==> src/rtl/spi_pkg.sv <==
// Shared types and constants for the SPI byte-transfer sequencer.
// Holds the sequencer state enum, byte width and default sizing.
package spi_pkg;

    localparam int BYTE_W          = 8;
    localparam int DEF_DEPTH       = 4;
    localparam int DEF_BYTE_CYCLES = 8;

    typedef enum logic [1:0] {
        IDLE,
        LOAD,
        SHIFT,
        UNLOAD
    } state_t;

endpackage

==> src/rtl/spi_byte_fifo.sv <==
// Synchronous DEPTH x 8 byte FIFO with full/empty flags and occupancy count.
// Ports: clock_in, reset (async, active-high), push/push_data, pop, head, full, empty, count.
module spi_byte_fifo
    import spi_pkg::*;
#(
    parameter int DEPTH = DEF_DEPTH
) (
    input  logic                     clock_in,
    input  logic                     reset,
    input  logic                     push,
    input  logic [BYTE_W-1:0]        push_data,
    input  logic                     pop,
    output logic [BYTE_W-1:0]        head,
    output logic                     full,
    output logic                     empty,
    output logic [$clog2(DEPTH):0]   count
);

    localparam int AW = $clog2(DEPTH);
    localparam int CW = AW + 1;

    logic [BYTE_W-1:0] mem [DEPTH];
    logic [AW-1:0]     wr_ptr;
    logic [AW-1:0]     rd_ptr;
    logic              do_push;
    logic              do_pop;

    // A push into a full FIFO is accepted only when a pop frees a slot on the same edge.
    assign do_pop  = pop && !empty;
    assign do_push = push && (!full || do_pop);

    assign full  = (count == CW'(DEPTH));
    assign empty = (count == '0);
    assign head  = mem[rd_ptr];

    always_ff @(posedge clock_in or posedge reset) begin
        if (reset) begin
            wr_ptr <= '0;
            rd_ptr <= '0;
            count  <= '0;
            for (int i = 0; i < DEPTH; i++) begin
                mem[i] <= '0;
            end
        end else begin
            if (do_push) begin
                mem[wr_ptr] <= push_data;
                wr_ptr      <= wr_ptr + 1'b1;
            end
            if (do_pop) begin
                rd_ptr <= rd_ptr + 1'b1;
            end
            unique case ({do_push, do_pop})
                2'b10:   count <= count + CW'(1);
                2'b01:   count <= count - CW'(1);
                default: count <= count;
            endcase
        end
    end

endmodule

==> src/rtl/spi_xfer_seq.sv <==
// Byte-transfer sequencer feeding the SPI shift engine from a TX FIFO into an RX FIFO.
// Ports: host tx/rx valid-ready streams, busy, engine load/datain/unload/dataout.
module spi_xfer_seq
    import spi_pkg::*;
#(
    parameter int DEPTH       = DEF_DEPTH,
    parameter int BYTE_CYCLES = DEF_BYTE_CYCLES
) (
    input  logic              clock_in,
    input  logic              reset,
    input  logic [BYTE_W-1:0] tx_data,
    input  logic              tx_valid,
    output logic              tx_ready,
    output logic [BYTE_W-1:0] rx_data,
    output logic              rx_valid,
    input  logic              rx_ready,
    output logic              busy,
    output logic              spi_load,
    output logic [BYTE_W-1:0] spi_datain,
    output logic              spi_unload,
    input  logic [BYTE_W-1:0] spi_dataout
);

    localparam int CW = $clog2(DEPTH) + 1;

    state_t            state;
    logic [3:0]        shift_cnt;

    logic [BYTE_W-1:0] tx_head;
    logic              tx_full;
    logic              tx_empty;
    logic [CW-1:0]     tx_count;
    logic              rx_full;
    logic              rx_empty;
    logic [CW-1:0]     rx_count;

    logic              start_idle;
    logic              start_next;

    assign tx_ready = !tx_full;
    assign rx_valid = !rx_empty;
    assign busy     = (state != IDLE) || !tx_empty;

    // RX space is reserved before a byte is loaded, so the RX FIFO cannot overflow.
    // Leaving UNLOAD, the byte being pushed on that edge still occupies a slot.
    assign start_idle = !tx_empty && (rx_count < CW'(DEPTH));
    assign start_next = !tx_empty && (rx_count < CW'(DEPTH - 1));

    wire unused_ok = ^{tx_count, rx_full};

    spi_byte_fifo #(.DEPTH(DEPTH)) u_tx_fifo (
        .clock_in  (clock_in),
        .reset     (reset),
        .push      (tx_valid && tx_ready),
        .push_data (tx_data),
        .pop       (state == LOAD),
        .head      (tx_head),
        .full      (tx_full),
        .empty     (tx_empty),
        .count     (tx_count)
    );

    spi_byte_fifo #(.DEPTH(DEPTH)) u_rx_fifo (
        .clock_in  (clock_in),
        .reset     (reset),
        .push      (state == UNLOAD),
        .push_data (spi_dataout),
        .pop       (rx_valid && rx_ready),
        .head      (rx_data),
        .full      (rx_full),
        .empty     (rx_empty),
        .count     (rx_count)
    );

    // load/unload/datain are registered alongside the state they decode.
    always_ff @(posedge clock_in or posedge reset) begin
        if (reset) begin
            state      <= IDLE;
            shift_cnt  <= '0;
            spi_load   <= 1'b0;
            spi_unload <= 1'b0;
            spi_datain <= '0;
        end else begin
            spi_load   <= 1'b0;
            spi_unload <= 1'b0;
            spi_datain <= '0;
            unique case (state)
                IDLE: begin
                    if (start_idle) begin
                        state      <= LOAD;
                        spi_load   <= 1'b1;
                        spi_datain <= tx_head;
                    end
                end
                LOAD: begin
                    state     <= SHIFT;
                    shift_cnt <= 4'd1;
                end
                SHIFT: begin
                    if (shift_cnt == 4'(BYTE_CYCLES)) begin
                        state      <= UNLOAD;
                        spi_unload <= 1'b1;
                    end else begin
                        shift_cnt <= shift_cnt + 4'd1;
                    end
                end
                UNLOAD: begin
                    if (start_next) begin
                        state      <= LOAD;
                        spi_load   <= 1'b1;
                        spi_datain <= tx_head;
                    end else begin
                        state <= IDLE;
                    end
                end
                default: state <= IDLE;
            endcase
        end
    end

endmodule

==> config.mk <==
export PLATFORM = sky130hd
export DESIGN_NAME = spi_xfer_seq
export DESIGN_NICKNAME = d
export VERILOG_FILES = /design/src/rtl/spi_pkg.sv /design/src/rtl/spi_byte_fifo.sv /design/src/rtl/spi_xfer_seq.sv
export SDC_FILE = /design/constraint.sdc
export NUM_CORES = 1
export LEC_CHECK = 0
export BUFFER_PORTS_ARGS = -buffer_cell sky130_fd_sc_hd__buf_2
export CELL_PAD_IN_SITES_DETAIL_PLACEMENT = 1
export CELL_PAD_IN_SITES_GLOBAL_PLACEMENT = 1
export CORE_MARGIN = 1.5
export CORE_UTILIZATION = 43
export DETAILED_ROUTE_END_ITERATION = 16
export GPL_TIMING_DRIVEN = 0
export PLACE_DENSITY = 0.69
export SLEW_MARGIN = 25
export SYNTH_ARGS = -nofsm -noshare
export SYNTH_HDL_FRONTEND = slang
export SYNTH_SLANG_ARGS = --single-unit
==> constraint.sdc <==
create_clock -name clock_in -period 8.55 [get_ports clock_in]
set_input_delay 0.855 -clock clock_in [delete_from_list [all_inputs] [get_ports clock_in]]
set_output_delay 0.855 -clock clock_in [all_outputs]
set_load 0.05 [all_outputs]
==> results.md <==
- CTS Buf Count: 9
- Peak Freq: 379 MHz
- Clock root cell: clkbuf_8
- Pwr/cell area: 415 mW/mm²
- Peak supply drop: 0.164 mV
- Share of the yosys chip area belonging to registers: between 50% and 60%
- Final WL: 7.83 mm
- Post-Layout Cell Count: 485
- Hpwl dp: 5.43 mm
- Initial antenna violation count: 0
- Sum Neg Setup Slack: 0 ns
- Number of global-route vias before repair: between 2k and 3k
- Clock latency at the later pin of the worst-skew pair: 0.36 ns
- Kind of critical path: reg -> out
- Core box area: about 0.0097 mm²
- Post-route DRC: 0
- CP endpoint kind: output port
- CP Launch Type: register
- Htree depth: 3
- Nets: 384
- Maximum clock path buffer count: 2
- Gr usage total: 16.4%
- Die height: 103 µm
- Clock skew: ~0.0098 ns
- Worst Path Max Fanout: 10
- Commonest non-fill, non-tap cell in the layout: dfrtp_1
- Period utilization: between 30 and 40%
- Most frequent CP cell: buf_2
- # port buffers: 40
- Total vias in the final route: 2472
- Mapped Nets: ~330
- CTS tree: built
- Design area: 0.00488 mm²
- Synth unique cells: 36
- Post-detailed-route wirelength per cell: about 16 µm
- Data arrival time of the worst path: 1.78 ns
- Total gr overflow: 0
- Antenna Nets Post-Route: 0
- Status: finished clean
- Die extent in x: slightly above 100 µm
- Number of synthesized register bits: 94
- Final Hold Fails: 0
- DR pass1 iterations: 4
- Cts repair resizes: 0
- Antenna cell count: 0
- Hold_buf cts: 0
- Synth Cell Area: 0.00430 mm²
- Commonest cells after routing, fill and taps aside: dfrtp_1, mux2_2, buf_2
- Leakage power: 2.24 nW
- Via density: ~5.1
- Syn. warnings: 0
- CP max-delay cell: mux4_2
- R2R setup slack: 6.39 ns
- Mean Syn Cell Area: 14.6 µm²
- Share of layout cells above drive strength 1: 42.9%
- Worst slew margin: 54.6%
- Number of max-cap violations: 0
- Fin crit period: 2.64 ns
- Largest net degree at the start of global routing: 75
- Worst path max stage delay: 0.56 ns
- FF-to-FF path depth: 9
- Dpl cells: 469
- Slew Viols, Final: 0
- DRT iter0 DRCs: 102
- Area grow syn2layout: 13.5%
- RSZ-0062 raised after global routing: false
- First-pass GRT wire length: roughly 13 mm
- Post-synthesis instance total: around 300
- Placer Congestion: 0.693
- Worst-margin pin slew: 0.681 ns
- Setup Buffers After CTS: 0
- Setup violators final: 0
- Class of the worst hold path: in -> async
- CP Cell Sequence: buf_2 > mux4_2 > buf_2
- Full die area: 0.0106 mm²
- Initial Util: around 44%
- Placed cell area: about 0.0047 mm²
- CP required: 7.70 ns
- I/O Pins: 41
- Rows: 36
- TritonCTS Sinks: between 90 and 100
- Clock-pin slew on the worst setup and hold paths: 0.10 ns
-- final cells by class --
type / count / area [µm²]
fillers: 1019 / 4850
flip-flops and latches: 94 / 2350
multi-input cells: 177 / 1850
repair buffers: 41 / 228
well taps: 133 / 166
clock buffers: 10 / 128
inverters: 19 / 76.3
clock inverters: 6 / 55.1
plain buffers: 5 / 22.5
-- worst paths after layout --
path | startpoint | endpoint
worst max register to register | state[1] | u_tx_fifo.count[2]
worst min-delay path | reset | shift_cnt[1]
worst max-delay path | u_rx_fifo.rd_ptr[0] | rx_data[2]
min in group clock_in | shift_cnt[3] | shift_cnt[3]
max in group asynchronous | reset | u_tx_fifo.mem[7]
worst min register to register | shift_cnt[3] | shift_cnt[3]
-- kinds of logic (layout without fill, tap and decap cells) --
group / count (synthesis) / count (layout) / synth area share (%)
flops: 94 / 94 / 54.8
mux: 83 / 83 / 25.9
simple gates: 46 / 46 / 6.50
buf+inv: 24 / 81 / 2.18
compound gates: 19 / 19 / 2.91
fa+ha+maj: 17 / 17 / 5.30
xor+xnor: 12 / 12 / 2.45
-- stage by stage --
step | power (mW) | hold slack (ns) | utilization (%) | setup WS (ns)
after floorplan | 1.56 | 0.451 | - | 5.25
after global placement | 1.73 | 0.468 | 47.9 | 4.07
after detailed placement | 1.77 | 0.483 | 48.3 | 6.18
after CTS | 2.06 | 0.409 | 50.1 | 5.84
after global routing | 2.18 | 0.416 | 50.1 | 5.77
final | 2.02 | 0.428 | 50.1 | 5.91
-- flip-flops by register name, indices dropped and copies added (netlist names), 3 cells and up --
register and cells:
u_rx_fifo.mem 32, u_tx_fifo.mem 32, spi_datain 8, shift_cnt 4
u_rx_fifo.count 3, u_tx_fifo.count 3
-- report_power, final --
group / internal (mW) / total [mW] / switching [mW]
combinational: 0.436 / 0.963 / 0.527
sequential: 0.661 / 0.785 / 0.124
clock: 0.112 / 0.277 / 0.165
total: 1.21 / 2.02 / 0.816
-- critical path, delay by kind of cell, from the launching register on --
family / cells / cell delay, ns
mux: 1 / 0.56
buf+inv: 2 / 0.54
flops: 1 / 0.33
-- synth_stat cells, drive strengths merged --
cell | count | share of area, %
nand3b | 1 | 0.17
or3 | 2 | 0.29
dfrtp | 94 | 55
nor3 | 2 | 0.35
inv | 19 | 1.7
nand2 | 16 | 2.3
xnor2 | 9 | 1.8
o21ai | 9 | 1.0
a211oi | 1 | 0.17
nand4 | 1 | 0.15
mux2i | 2 | 0.47
a22oi | 1 | 0.17
a21boi | 2 | 0.70
or4 | 1 | 0.17
mux4 | 16 | 8.4
or2 | 1 | 0.15
mux2 | 65 | 17
a21oi | 3 | 0.35
and2 | 1 | 0.15
o31ai | 1 | 0.17
a31oi | 2 | 0.29
nor2b | 9 | 1.3
fa | 2 | 0.93
nor2 | 7 | 0.67
xor2 | 3 | 0.61
buf | 5 | 0.52
ha | 15 | 4.4
nor4b | 2 | 0.41
nand3 | 3 | 0.35
-- per-layer routing --
metal / GRT usage (%) / wire length [µm]
met5: 0 / 0
met4: 5.30 / 50
met3: 4.14 / 240
met2: 26.9 / 3950
met1: 21.4 / 3590
(Power assumes the default switching activity.)
